===== src/rtl/loop_filter_pkg.sv =====
// loop_filter_pkg: reset defaults, saturation and error-magnitude helpers for the PI loop filter
package loop_filter_pkg;
  localparam int KP_SH_DEF = 4;
  localparam int KI_SH_DEF = 10;
  localparam int LOCK_THR_OFS = 8;
  localparam int LOCK_CNT_DEF = 64;
  function automatic logic signed [63:0] sat_to_width(input logic signed [63:0] v, input int w);
    logic signed [63:0] hi, lo;
    hi = (64'sd1 <<< (w - 1)) - 64'sd1;
    lo = -hi - 64'sd1;
    return v > hi ? hi : v < lo ? lo : v;
  endfunction
  function automatic logic [31:0] abs_err(input logic signed [31:0] e);
    return e[31] ? 32'(-e) : 32'(e);
  endfunction
endpackage


===== src/rtl/loop_filter_pi_ch_lock_detector.sv =====
// lock_detector: counts consecutive accepted samples with |err| <= thr, saturating at lock_cnt; ports clk/rst, i_clear, i_accept, i_err, i_thr, i_lock_cnt, o_locked
module lock_detector
  import loop_filter_pkg::*;
#(
  parameter int ERR_W = 16,
  parameter int LOCK_W = 8
) (
  input  logic                    clk,
  input  logic                    rst,
  input  logic                    i_clear,
  input  logic                    i_accept,
  input  logic signed [ERR_W-1:0] i_err,
  input  logic [ERR_W-2:0]        i_thr,
  input  logic [LOCK_W-1:0]       i_lock_cnt,
  output logic                    o_locked
);
  logic [LOCK_W-1:0] r_cnt;
  logic              w_in_thr;
  assign w_in_thr = abs_err(32'(i_err)) <= 32'(i_thr);
  assign o_locked = (r_cnt == i_lock_cnt) && (|i_lock_cnt);
  always_ff @(posedge clk or posedge rst)
    if (rst) r_cnt <= '0;
    else if (i_clear) r_cnt <= '0;
    else if (i_accept) r_cnt <= !w_in_thr ? '0 : r_cnt >= i_lock_cnt ? i_lock_cnt : r_cnt + 1'b1;
endmodule


===== src/rtl/loop_filter_pi_ch.sv =====
// loop_filter_pi_ch: two-stage PI loop filter with saturation, anti-windup, cfg handshake (cfg_valid/cfg_ready), hold/ena/acc_clear controls and lock detect; phase_err in, ctrl/ctrl_valid/sat_hi/sat_lo/locked out
module loop_filter_pi_ch
  import loop_filter_pkg::*;
#(
  parameter int ERR_W = 16,
  parameter int CTRL_W = 24,
  parameter int ACC_GUARD = 6,
  parameter int SH_W = 5,
  parameter int LOCK_W = 8
) (
  input  logic                     clk,
  input  logic                     rst,
  input  logic                     ena,
  input  logic                     hold,
  input  logic                     acc_clear,
  input  logic                     phase_valid,
  input  logic signed [ERR_W-1:0]  phase_err,
  input  logic                     cfg_valid,
  output logic                     cfg_ready,
  input  logic [SH_W-1:0]          cfg_kp_sh,
  input  logic [SH_W-1:0]          cfg_ki_sh,
  input  logic [ERR_W-2:0]         cfg_lock_thr,
  input  logic [LOCK_W-1:0]        cfg_lock_cnt,
  output logic signed [CTRL_W-1:0] ctrl,
  output logic                     ctrl_valid,
  output logic                     sat_hi,
  output logic                     sat_lo,
  output logic                     locked
);
  localparam int ACC_W = CTRL_W + ACC_GUARD;
  localparam logic [ERR_W-2:0] LOCK_THR_RST = (ERR_W-1)'(1) << (ERR_W - LOCK_THR_OFS);
  logic [SH_W-1:0]          r_kp_sh, r_ki_sh;
  logic [ERR_W-2:0]         r_lock_thr;
  logic [LOCK_W-1:0]        r_lock_cnt;
  logic signed [ACC_W-1:0]  r_p_q, r_i_q;
  logic                     r_s1_valid, r_ctrl_valid, r_sat_hi, r_sat_lo;
  logic signed [CTRL_W-1:0] r_i_acc, r_ctrl;
  logic                     w_accept, w_windup;
  logic signed [ACC_W-1:0]  w_err_ext, w_sum, w_int;
  logic signed [63:0]       w_sum64, w_sum_sat64;
  logic signed [CTRL_W-1:0] w_int_sat;
  assign w_accept = ena && phase_valid && !hold && !acc_clear;
  assign w_err_ext = ACC_W'(phase_err);
  assign w_sum = ACC_W'(r_i_acc) + r_p_q;
  assign w_int = ACC_W'(r_i_acc) + r_i_q;
  assign w_sum64 = 64'(w_sum);
  assign w_sum_sat64 = sat_to_width(w_sum64, CTRL_W);
  assign w_int_sat = CTRL_W'(sat_to_width(64'(w_int), CTRL_W));
  // integrator frozen while pushing further into the rail the last output clipped against
  assign w_windup = (r_sat_hi && !r_i_q[ACC_W-1] && (|r_i_q)) || (r_sat_lo && r_i_q[ACC_W-1]);
  assign cfg_ready = !r_s1_valid;
  assign ctrl = r_ctrl;
  assign ctrl_valid = r_ctrl_valid;
  assign sat_hi = r_sat_hi;
  assign sat_lo = r_sat_lo;
  always_ff @(posedge clk or posedge rst)
    if (rst) begin
      r_kp_sh <= SH_W'(KP_SH_DEF);
      r_ki_sh <= SH_W'(KI_SH_DEF);
      r_lock_thr <= LOCK_THR_RST;
      r_lock_cnt <= LOCK_W'(LOCK_CNT_DEF);
      r_p_q <= '0;
      r_i_q <= '0;
      r_s1_valid <= 1'b0;
      r_ctrl_valid <= 1'b0;
      r_sat_hi <= 1'b0;
      r_sat_lo <= 1'b0;
      r_i_acc <= '0;
      r_ctrl <= '0;
    end else begin
      if (cfg_valid && cfg_ready) begin
        r_kp_sh <= cfg_kp_sh;
        r_ki_sh <= cfg_ki_sh;
        r_lock_thr <= cfg_lock_thr;
        r_lock_cnt <= cfg_lock_cnt;
      end
      if (acc_clear) begin
        r_s1_valid <= 1'b0;
        r_ctrl_valid <= 1'b0;
        r_sat_hi <= 1'b0;
        r_sat_lo <= 1'b0;
        r_i_acc <= '0;
        r_ctrl <= '0;
      end else begin
        r_s1_valid <= w_accept;
        r_ctrl_valid <= r_s1_valid;
        if (w_accept) begin
          r_p_q <= w_err_ext >>> r_kp_sh;
          r_i_q <= w_err_ext >>> r_ki_sh;
        end
        if (r_s1_valid) begin
          r_ctrl <= CTRL_W'(w_sum_sat64);
          r_sat_hi <= w_sum64 > w_sum_sat64;
          r_sat_lo <= w_sum64 < w_sum_sat64;
          if (!w_windup) r_i_acc <= w_int_sat;
        end
      end
    end
  lock_detector #(.ERR_W(ERR_W), .LOCK_W(LOCK_W)) u_lock (
    .clk(clk),
    .rst(rst),
    .i_clear(acc_clear),
    .i_accept(w_accept),
    .i_err(phase_err),
    .i_thr(r_lock_thr),
    .i_lock_cnt(r_lock_cnt),
    .o_locked(locked)
  );
endmodule


===== config.mk =====
export PLATFORM = sky130hd
export DESIGN_NAME = loop_filter_pi_ch
export DESIGN_NICKNAME = d
export VERILOG_FILES = /design/src/rtl/loop_filter_pkg.sv /design/src/rtl/loop_filter_pi_ch_lock_detector.sv /design/src/rtl/loop_filter_pi_ch.sv
export SDC_FILE = /design/constraint.sdc
export NUM_CORES = 1
export LEC_CHECK = 0
export CAP_MARGIN = 20
export CORE_MARGIN = 5
export CORE_UTILIZATION = 61
export CTS_BUF_LIST = sky130_fd_sc_hd__clkbuf_4 sky130_fd_sc_hd__clkbuf_8
export DETAILED_ROUTE_END_ITERATION = 7
export GPL_ROUTABILITY_DRIVEN = 0
export PLACE_DENSITY_LB_ADDON = 0.2
export SYNTH_ARGS = -nofsm -noshare
export SYNTH_HDL_FRONTEND = slang
export SYNTH_SLANG_ARGS = --single-unit

===== constraint.sdc =====
create_clock -name clk -period 6.85 [get_ports clk]
set_input_delay 1.37 -clock clk [delete_from_list [all_inputs] [get_ports clk]]
set_output_delay 1.37 -clock clk [all_outputs]
set_load 0.02 [all_outputs]

* After elaboration in Yosys (flattened, before gate mapping) *
Cells that the tools add are included.

cells by class
  add/sub/neg operators = 4
  order comparisons = 8
  equal/unequal tests = 2
  shift operators = 2
  muxes and demuxes = 20
  bitwise logic cells = 1
  reduce and logical (&&, ||, !) cells = 19

operator list
  kind                                                             number
  two-way mux 24 bit                                               7
  two-way mux 64 bit                                               2
  greater-than comparator 30 x 64 -> 1 bit                         1
  < comparator 30 x 64 -> 1 bit                                    1
  adder 24 x 30 -> 30 bit                                          2
  greater-than comparator 30 x 24 -> 1 bit, second input constant  2
  < comparator 30 x 24 -> 1 bit, second input constant             2
  >>> shifter 16 x 5 -> 30 bit                                     2
  less-or-equal comparator 32 x 15 -> 1 bit                        1
  two-way mux 32 bit                                               1
  two-way mux 8 bit                                                4
  negator 16 -> 32 bit                                             1
  OR reduction 30 bit                                              1
  adder 8 x 1 -> 8 bit, second input constant                      1
  == test 8 bit                                                    1
  greater-or-equal comparator 8 bit                                1
  logical AND 1 bit                                                8
  OR reduction 8 bit                                               1
  two-way mux 1 bit                                                6
  zero test 1 bit                                                  4
  AND reduction 2 bit                                              2
  nonzero test 2 bit                                               2
  != test 2 bit, second input constant                             1
  logical OR 1 bit                                                 1
  NOT 1 bit                                                        1

word-level totals
  flip-flop bits (word level) = 153
  input bits = 56

* Depth between registers and ports, before layout *
  depth after elaboration = 7
  mapped depth = 23

* Hierarchy *
A second synthesis with hierarchy kept.

second synthesis, totals
  cell total of the unflattened synthesis = 1149
  area, all modules = 10129.7 um2

modules (own cells, without submodules)
  module             instances  cells each  area an instance (um2)  sequential area each (um2)
  loop_filter_pi_ch  1          971         8703.3                  2909.0
  lock_detector      1          178         1426.4                  200.2

* Least setup slack after synthesis *
OpenSTA, ideal clock, no wires.

  kind = reg-to-reg
  from = register r_p_q[28]
  to = register r_sat_hi (netlist: sat_hi)
  setup time = 0.126 ns
  data arrival time = 4.715 ns
  required time = 6.724 ns
  path slack = 2.009 ns
  stages on the path, launching flop included = 23
  path buffers = 2
  path through = dfrtp_1 ha_1 buf_6 o21ai_1 a21oi_1 a221oi_2 o211ai_2 xnor2_2 or2_2 ha_1 clkinv_1 clkbuf_1 a21oi_1 ha_1 a21o_1 a21o_1 a21o_1 a21o_1 a21oi_1 o221ai_1 nor4b_2 o31ai_2 o311a_1

on the way
  cells in the longest elaborated chain, start to end = 7
  elaborated cells between the ends (all ways) = 8
  classes of those cells = add/sub (1); order compare (3); mux (4)

ends and longest elaborated chain
  element                                       line                     text
  start: declaration                            loop_filter_pi_ch.sv:35  logic signed [ACC_W-1:0] r_p_q, r_i_q;
  start signal: assignment                      loop_filter_pi_ch.sv:88  r_p_q <= w_err_ext >>> r_kp_sh;
  adder 24 x 30 -> 30 bit (*)                   loop_filter_pi_ch.sv:44  assign w_sum = ACC_W'(r_i_acc) + r_p_q;
  < comparator 30 x 24 -> 1 bit                 loop_filter_pkg.sv:11    return v > hi ? hi : v < lo ? lo : v;
  two-way mux 64 bit (2 in series)              loop_filter_pkg.sv:11
  greater-than comparator 30 x 64 -> 1 bit (*)  loop_filter_pi_ch.sv:93  r_sat_hi <= w_sum64 > w_sum_sat64;
  two-way mux 1 bit (*)                         loop_filter_pi_ch.sv:91  if (r_s1_valid) begin
  two-way mux 1 bit (*)                         loop_filter_pi_ch.sv:77  if (acc_clear) begin
  end signal: assignment                        loop_filter_pi_ch.sv:93
  end: declaration                              loop_filter_pi_ch.sv:36  logic r_s1_valid, r_ctrl_valid, r_sat_hi, r_sat_lo;

Every way passes the cells marked *; elsewhere a longest branch is shown, timed or not. The select of a mux whose other input is x is not followed.
A chain may end at the register's enable or synchronous reset.

* Worst setup path in the final report *
Same ends and word-level chain as after synthesis.

==> impl_metrics.env <==
export IMPL_core_area_sq_um=16000
export IMPL_postLayoutSetupSlackWorst_ns=1.27
export IMPL_synth_top_family_by_area="compound AO/OA/AOI/OAI gates"
export IMPL_globalRouteOverflowTotal=0
export IMPL_clock_sinks=124
export IMPL_worst_setup_path_type="register to register"
export IMPL_synth_compound_area_share_pct=27.2
export IMPL_synth_xor_area_share_pct=4.95
export IMPL_critPathLaunch="r_p_q[28]"
export IMPL_hpwlAfterDp_microns=18300
export IMPL_synth_adder_area_share_pct=11.2
export IMPL_hold_viol=0
export IMPL_worstSkewPairLatency_ns=0.46
export IMPL_wl_met3_microns=1050
export IMPL_synthCells=1142
export IMPL_wl_met1_microns=10900
export IMPL_finalSetupTns_ns=0
export IMPL_cts_buffer_depth=2
export IMPL_drv_cap=0
export IMPL_synth_simple_area_share_pct=15.3
export IMPL_yosys_top_cells_area="dfrtp_1 30%, ha_1 11%, a21oi_1 5.9%, o21ai_0 4.7%, nand2_1 4.1%"
export IMPL_min_from="r_p_q[8]"
export IMPL_synth_edf_count=0
export IMPL_whs_endpoint="r_p_q[8]"
export IMPL_top_layer="met4"
export IMPL_viasPerCell=6.11
export IMPL_synth_cell_type_count=84
export IMPL_ant_nets=0
export IMPL_cts_tree="yes"
export IMPL_final_setup_viol_count=0
export IMPL_port_buffer_count=84
export IMPL_fp_row_count=46
export IMPL_reg2regPathDepth=21
export IMPL_max_freq_mhz=179
export IMPL_antenna_found_initial=0
export IMPL_reg2reg_slack_ns=1.27
export IMPL_cp_max_fo=17
export IMPL_peakVddDrop_uv=141
export IMPL_drc=0
export IMPL_start_util_pct=62.7
export IMPL_outcome="finished, final reports clean"
export IMPL_grt_use_total_pct=25.4
export IMPL_io_pins=85
export IMPL_synthFlopType="dfrtp_1"
export IMPL_ys_seq_elements=124
export IMPL_startpoint_type="register"
export IMPL_rsz0062_at_grt="no"
export IMPL_drt_total_wl_microns=24400
export IMPL_synthToLayoutAreaGrowth_pct=12.8
export IMPL_postCtsSetupBuffers=0
export IMPL_finalNetCount=1336
export IMPL_grt_pass1_wl_microns=40900
export IMPL_grt_pass1_vias=8474
export IMPL_wl_per_cell_microns=17.2
export IMPL_die_x_microns=138
export IMPL_num_antenna_cells=0
export IMPL_die_h_microns=138
export IMPL_route_met2_wl_microns=11800
export IMPL_drt_first_pass_iters=5
export IMPL_grt_max_degree=62
export IMPL_htree_num_levels=4
export IMPL_dpl_cell_area_sq_um=10900
export IMPL_worstMarginPinSlew_ns=1.03
export IMPL_synth_top_area_share_pct=29.7
export IMPL_clock_skew_ns=0.00976
export IMPL_vias=8671
export IMPL_ys_seq_area_share_pct=31.0
export IMPL_arrival_ns=5.93
export IMPL_clk_pin_slew_worst_paths_ns=0.08
export IMPL_async_reset_ff_share_pct=100
export IMPL_r2r_end="sat_hi"
export IMPL_holdWs_ns=0.499
export IMPL_die_area_sq_um=19100
export IMPL_drt_iter0_markers=590
export IMPL_holdCritPathClass="register to register"
export IMPL_synth_area_mux_share_pct=5.65
export IMPL_final_util_pct=70.8
export IMPL_leakage_nw=5.01
export IMPL_yosysTopAreaCell="dfrtp_1"
export IMPL_holdBufCountCts=0
export IMPL_ys_warnings_count=0
export IMPL_post_place_ws_ns=1.35
export IMPL_syn_area_per_cell_sq_um=8.79
export IMPL_holdPathStages=1
export IMPL_slew_headroom_pct=31.3
export IMPL_slew_viol_final=0
export IMPL_post_cts_resized=0
export IMPL_critPathCaptureType="register"
export IMPL_numCtsBuffers=17
export IMPL_r2r_start="r_p_q[28]"
export IMPL_powerDensity_nw_per_um2=234
export IMPL_synth_fp_nets=1287
export IMPL_drive_gt1_share_pct=11.0
export IMPL_period_share_pct=81.4
export IMPL_cts_root_buf="clkbuf_8"
export IMPL_postLayoutCellArea_sq_um=11300
export IMPL_critPathRequiredTime_ns=7.20
export IMPL_syn_area_sq_um=10000
export IMPL_fin_crit_ns=5.58
## synthesized netlist by cell type (7+ instances only)
library cell,instances
nor3_1,7
and3_1,8
nor2_1,90
mux2i_1,24
o21a_1,8
xor2_1,16
dfrtp_1,119
buf_2,8
xnor2_1,37
inv_1,41
nand2_1,109
or2_2,7
a22oi_1,7
a31oi_1,8
a21oi_1,118
a211oi_1,18
nand2b_1,16
nor2b_1,13
a211oi_2,20
nor3b_1,7
clkbuf_1,44
nand4_1,14
o21ai_0,94
mux2_2,17
nand3_1,10
ha_1,87
o31ai_1,10
a21o_1,32
a221o_1,24
o211ai_1,8
or3_1,7
## worst max-delay path: stages (launching register included)
cell	delay [ns]
dfrtp_1	0.69
ha_1	0.47
a211oi_2	0.27
o21ai_1	0.13
a221oi_2	0.32
o211ai_2	0.16
xnor2_2	0.23
or2_2	0.34
ha_1	0.32
clkinv_1	0.23
buf_4	0.28
a21oi_1	0.21
ha_1	0.28
a21o_1	0.18
a21o_1	0.16
a21o_1	0.17
a21o_1	0.17
a21oi_1	0.14
o221ai_1	0.16
nor4b_2	0.30
o31ai_2	0.11
o311a_1	0.13
## cell type report
class / count / area, sq um
clock inverters: 12 / 115
clock buffers: 20 / 269
flip-flops and latches: 124 / 3110
multi-input cells: 907 / 6460
fillers: 1277 / 4680
well taps: 216 / 270
repair buffers: 94 / 916
inverters: 47 / 179
## report_power, final
| group | internal, mW | leakage (nW) | switching, mW |
|---|---|---|---|
| clock | 0.311 | 0.177 | 0.323 |
| sequential | 0.811 | 1.59 | 0.0889 |
| combinational | 0.468 | 3.25 | 0.646 |
| total | 1.59 | 5.01 | 1.06 |
## kinds of logic after synthesis
kind of cell	count (synthesis)
compound gates	400
simple gates	316
flops	124
buf+inv	111
fa+ha+maj	89
xor+xnor	55
mux	47
## through the flow
step,power [mW],instances
CTS,2.65,1420
floorplan,1.75,1142
finish,2.65,1420
detailed placement,2.01,1388
global route,2.85,1420
global placement,1.98,1388
## routing by layer
layer  global-route usage (%)  vias to the layer above
li1                         -                     4308
met1                     33.2                     4086
met2                     42.2                      229
met3                     4.79                       48
met4                     9.57                        0
met5                        0                        -
## worst max-delay path by stage
stage	end	slack, ns	depth (start not counted)
after global placement	u_lock.r_cnt[7]	1.47	16
after global routing	sat_hi	0.85	21
after floorplan	sat_hi	2.01	22
final	sat_hi	1.27	21
after CTS	sat_hi	1.33	21
after detailed placement	u_lock.r_cnt[4]	1.35	16
## placed cells by master (no fill, tap or decap), types with 8 or more instances in the layout
cell type / Yosys / routed
a211oi_1: 18 / 18
a211oi_2: 20 / 20
a21o_1: 32 / 32
a21oi_1: 118 / 118
a221o_1: 24 / 24
a31oi_1: 8 / 8
and3_1: 8 / 8
buf_4: 5 / 10
clkbuf_8: 0 / 19
clkdlybuf4s50_1: 0 / 84
dfrtp_1: 119 / 118
ha_1: 87 / 87
inv_1: 41 / 40
mux2_2: 17 / 17
mux2i_1: 24 / 24
nand2_1: 109 / 109
nand2b_1: 16 / 16
nand3_1: 10 / 10
nand4_1: 14 / 14
nor2_1: 90 / 89
nor2b_1: 13 / 12
o211ai_1: 8 / 8
o21a_1: 8 / 8
o21ai_0: 94 / 93
o31ai_1: 10 / 10
xnor2_1: 37 / 37
xor2_1: 16 / 16
## flip-flops by register name (all words and copies together), names as in the netlist, 5 cells and up
| name | flops |
|---|---|
| u_lock.r_cnt | 8 |
| ctrl | 24 |
| r_p_q | 16 |
| r_i_acc | 24 |
| r_lock_cnt | 8 |
| r_lock_thr | 15 |
| r_kp_sh | 5 |
| r_i_q | 15 |
| r_ki_sh | 5 |
No activity file was read; power rests on OpenSTA's default activity.
==> edit 1 (config.mk and constraints unchanged) <==
Set the parameter `SH_W` to 10 (it was 5).
--- a/src/rtl/loop_filter_pi_ch.sv
+++ b/src/rtl/loop_filter_pi_ch.sv
@@ -5,7 +5,7 @@
   parameter int ERR_W = 16,
   parameter int CTRL_W = 24,
   parameter int ACC_GUARD = 6,
-  parameter int SH_W = 5,
+  parameter int SH_W = 10,
   parameter int LOCK_W = 8
 ) (
   input  logic                     clk,
Ports: changed (resized cfg_ki_sh and cfg_kp_sh); port bits go from 85 to 95. The function was not compared with the original's and may differ.
==> edit 1 against the original RTL <==
- sequential share of layout area rose by 0.45 points
- routed wire length is 10% higher
- area after synthesis is 7.0% higher
- sequential cell count grew 10
- worst setup slack got worse by 280 ps
- final area rose by 6.3%
- total power rose by 1.3%
- core utilization is 1.2 points lower
- hold slack lost 8.4 ps
- largest cell class unchanged
==> edit 1: results (changes against the original RTL) <==
* Capture point of the worst reg-to-reg path: sat_lo$_DFFE_PP0P_
* Fill count at 1,438 (+13%)
* Total Wirelength at 26,900 um (+10%)
* Nets at 1,444 (+8.1%)
* Metal2 WL at 12,400 um (+5.7%)
* Vias in the first global route at 9,061 (+6.9%)
* Met3 GRT Util at 3.92% (-0.87 points)
* Cells after Synth at 1,244 (+8.9%)
* R2R Setup Slk at 990 ps (-280 ps)
* Non-clock inverter count at 52 (+11%)
* Post-synthesis xor/xnor area fraction at 4.24% (-0.71 points)
* Relative slew margins at 28.5% (-2.8 points)
* Maximum VDD drop at 0.000189 V (+34%)
* Area occupied by registers at 3360 um2 (+8.0%)
* WL met3 at 1620 um (+54%)
* Outcome: completed
* Max stage delay on crit path at 590 ps (-100 ps)
* Clk tree area frac at 3.14% (-0.25 points)
* Worst path slowest cell: clkinv_1
* Clock net power at 646 uW (+2%)
* Tot GR Track Use at 27.0% (+1.5 points)
* Via/cell ratio at 6.28 (+2.9%)
* Critical Path Fanout Max at 26 (+9)
* Area growth from synthesis to layout at 12.0%
* CLK BUF at 23 (+15%)
* CP arrival at 6250 ps (+320 ps)
* Fraction of layout cells with a size suffix above 1 at 8.84% (-2.1 points)
* Post-Synth Adder-Cell Area at 10.5% (-0.73 points)
* Seq cells at 134 (+8.1%)
* Multi-input combinational area share at 56.5% (-0.53 points)
* Worst hold stages at 2 (+1)
* Met1 usage in global routing at 38.5% (+5.4 points)
* Signal buffers at 103 (+9.6%)
* Largest net degree at the start of global routing at 88 (+42%)
* Seq. pwr at 966 uW (+7.3%)
* Buffering overhead at 8.38% (+0.29 points)
* Setup Skew at 17.3 ps (+7.56 ps)
* Number of I/O port buffers at 94 (+12%)
* Placed Instance Area at 11,700 um2 (+6.6%)
* Detailed-route via count at 9,587 (+11%)
* First-pass GRT wire length at 44,700 um (+9.4%)
* Sw Pwr at 1.04 mW (-1.8%)
* Hpwl dp at 20,000 um (+9.4%)
* Post-synthesis sequential area ratio at 31.3% (+0.31 points)
* Pwr dens at 223 nW/um2 (-4.7%)
* Compound-Gate Fraction of Synth Area at 26.3% (-0.88 points)
* TAP cells at 225 (+4.2%)
* Commonest cells post-synth: dfrtp_1 (129), nand2_1 (126), a21oi_1 (123), o21ai_0 (98), nor2_1 (89)
* Reg2reg path depth at 20 (-4.8%)
* Number of multi-input logic gates at 981 (+8.2%)
edit 1: changes by cell type in the layout (fill, tap and decap cells not counted), sizes merged, moves of 8 or more:
cell	delta
mux2i	+8
nor3b	-8
nand2	+16
dfrtp	+10
mux2	+12
nor3	+13
o21ai	+11
clkdlybuf4s50	+10
o21a	+14
edit 1: worst max-delay path by stage:
stage | startpoint | to | slack (ps) | cells after the start
floorplan | rst | ctrl[0]$_DFFE_PP0P_ | 1910 | 1
global placement | r_p_q[28]$_DFFE_PP0P_ | sat_lo$_DFFE_PP0P_ | 1300 | 20
detailed placement | r_p_q[28]$_DFFE_PP0P_ | sat_lo$_DFFE_PP0P_ | 1100 | 20
CTS | r_p_q[28]$_DFFE_PP0P_ | sat_lo$_DFFE_PP0P_ | 1020 | 20
global route | r_p_q[28]$_DFFE_PP0P_ | sat_lo$_DFFE_PP0P_ | 500 | 20
finish | r_p_q[28]$_DFFE_PP0P_ | sat_lo$_DFFE_PP0P_ | 990 | 20
==> edit 2 (same settings) <==
Made on the original files. Add an input register stage for `cfg_ki_sh`; this delays it by one clock. The other inputs are not delayed to match.
--- a/src/rtl/loop_filter_pi_ch.sv
+++ b/src/rtl/loop_filter_pi_ch.sv
@@ -29,6 +29,13 @@
 );
   localparam int ACC_W = CTRL_W + ACC_GUARD;
   localparam logic [ERR_W-2:0] LOCK_THR_RST = (ERR_W-1)'(1) << (ERR_W - LOCK_THR_OFS);
+
+  logic [SH_W-1:0] cfg_ki_sh_q;
+
+  always_ff @(posedge clk) begin
+      cfg_ki_sh_q <= cfg_ki_sh;
+  end
+
   logic [SH_W-1:0]          r_kp_sh, r_ki_sh;
   logic [ERR_W-2:0]         r_lock_thr;
   logic [LOCK_W-1:0]        r_lock_cnt;
@@ -70,7 +77,7 @@
     end else begin
       if (cfg_valid && cfg_ready) begin
         r_kp_sh <= cfg_kp_sh;
-        r_ki_sh <= cfg_ki_sh;
+        r_ki_sh <= cfg_ki_sh_q;
         r_lock_thr <= cfg_lock_thr;
         r_lock_cnt <= cfg_lock_cnt;
       end
Check against the original RTL: not equivalent (Yosys sat finds a counterexample within 10 cycles, from zero or initial values and one cycle with rst high).
==> edit 2 against the original RTL <==
- area after synthesis is 1.7% higher
- total power grew 0.92%
- non-clock buffer count down 2
- count of clock-buffer cells in the layout up 6
- die area rose by 1.6%
- final area up 0.22%
- synthesized cell count up 3.8%
- hold slack got worse by 46 ps
- first-iteration DRC count rose by 5.8%
- sequential cell count is 5 higher
- routed wire length rose by 6.0%
- worst setup slack got worse by 600 ps
==> edit 2: results (changes against the original RTL) <==
* Critical Path Fanout Max at 25 (+8)
* CP startpoint: r_p_q[0]$_DFFE_PP0P_
* CP arrival at 6570 ps (+640 ps)
* Fill count at 1,360 (+6.5%)
* Post-Syn Nets at 1,330 (+3.3%)
* Reg2reg path depth at 23 (+9.5%)
* Maximum VDD drop at 0.000138 V (-2.4%)
* Tot GR Track Use at 26.3% (+0.86 points)
* Via/cell ratio at 6.23 (+1.9%)
* Outcome: completed
* Hpwl dp at 19,500 um (+6.6%)
* Worst hold stages at 2 (+1)
* Largest net degree at the start of global routing at 68 (+9.7%)
* Setup Skew at 12.3 ps (+2.56 ps)
* Hold_sp: cfg_ki_sh_q[0]$_DFF_P_
* First DRT Iteration DRCs at 624 (+5.8%)
* Leak at 5.05 nW (+0.81%)
* Largest cells by area after synthesis: dfrtp_1 (29%), ha_1 (11%), a21oi_1 (6.2%)
* Fraction of layout cells with a size suffix above 1 at 8.14% (-2.8 points)
* Nets at 1,373 (+2.8%)
* Wire per inst at 17.7 um (+3.0%)
* Commonest cells post-synth: a21oi_1 (126), dfrtp_1 (119), nand2_1 (117), o21ai_0 (99), nor2_1 (98)
* Cell variety after synth at 83 (-1.2%)
* Post-synthesis sequential area ratio at 31.4% (+0.46 points)
* Clk buf depth at 2 (unchanged)
* Pre-CTS WS at 818 ps (-527 ps)
* First-pass GRT wire length at 42,300 um (+3.4%)
==> edit 2: cell count changes in the layout (fill, tap and decap cells not counted), sizes merged, moves of 6 or more <==
| cell | delta |
|---|---|
| a21oi | +12 |
| nor3 | +12 |
| nand3 | +10 |
| nor2 | +8 |
| o31ai | -8 |
| nor3b | -7 |
| clkbuf | +6 |
==> edit 2: stage by stage <==
step	area, um2	total power [mW]	hold slack, ps	instances	utilization [%]
4_1_cts	11300	2.66	453	1460	68.6
2_1_floorplan	10200	1.78	410	1185	-
3_5_place_dp	11000	2.03	436	1428	66.4
6_report	11300	2.67	453	1461	68.7
3_3_place_gp	11000	1.99	429	1428	66.4
5_1_grt	11300	2.85	476	1461	68.7
==> edit 2: final timing paths <==
kind	endpoint	slack, ps
worst max-delay path	sat_lo$_DFFE_PP0P_	670
max in group asynchronous	r_s1_valid$_DFF_PP0_	4090
worst min register to register	r_ki_sh[0]$_DFFE_PP0P_	450
worst min-delay path	r_ki_sh[0]$_DFFE_PP0P_	450
min in group asynchronous	ctrl[20]$_DFFE_PP0P_	1450
worst max register to register	sat_lo$_DFFE_PP0P_	670
==> edit 2: final cells by class <==
type                    instances  area (um2)  share of cell area, %
well taps                     220         275                   2.43
multi-input cells             939        6400                   56.4
repair buffers                 92         901                   7.94
inverters                      49         186                   1.64
flip-flops and latches        129        3210                   28.3
clock buffers                  26         314                   2.77
clock inverters                 6        60.1                  0.529
==> edit 2: report_power, final <==
group | internal [mW] | switching, mW
registers | 0.844 | 0.0970
logic | 0.465 | 0.635
clock network | 0.332 | 0.300
==> edit 2: cell families after synthesis <==
group	after synthesis	share of synthesized area [%]
adders and majority gates	89	11.1
muxes	48	5.66
DFF	129	31.4
AOI/OAI and AO/OA	410	26.0
and+or+nand+nor	338	15.3
buffers and inverters	117	5.94
xor gates and xnor gates	54	4.63
==> edit 2: routing by layer <==
layer	vias to the layer above	wire length, um	GRT usage [%]
li1	4399	-	-
met1	4288	10900	33.7
met2	354	12500	45.0
met3	54	1790	4.77
met4	0	630	8.70
met5	-	0	0
==> edit 2: worst max-delay path, stage by stage, from the launching register on <==
cell,delay (ps)
dfrtp_1,400
ha_1,230
inv_1,70
fa_1,190
nand2b_1,140
a21oi_1,80
o21ai_0,430
o21ai_1,300
a21o_1,270
o22a_1,220
ha_1,350
clkinv_1,580
a21oi_1,400
ha_1,290
a21o_1,180
a21o_1,170
a21o_1,170
a21o_1,170
a2111oi_0,440
o21ai_0,170
a221oi_1,290
o21ai_1,120
a211oi_2,290
a22o_1,180
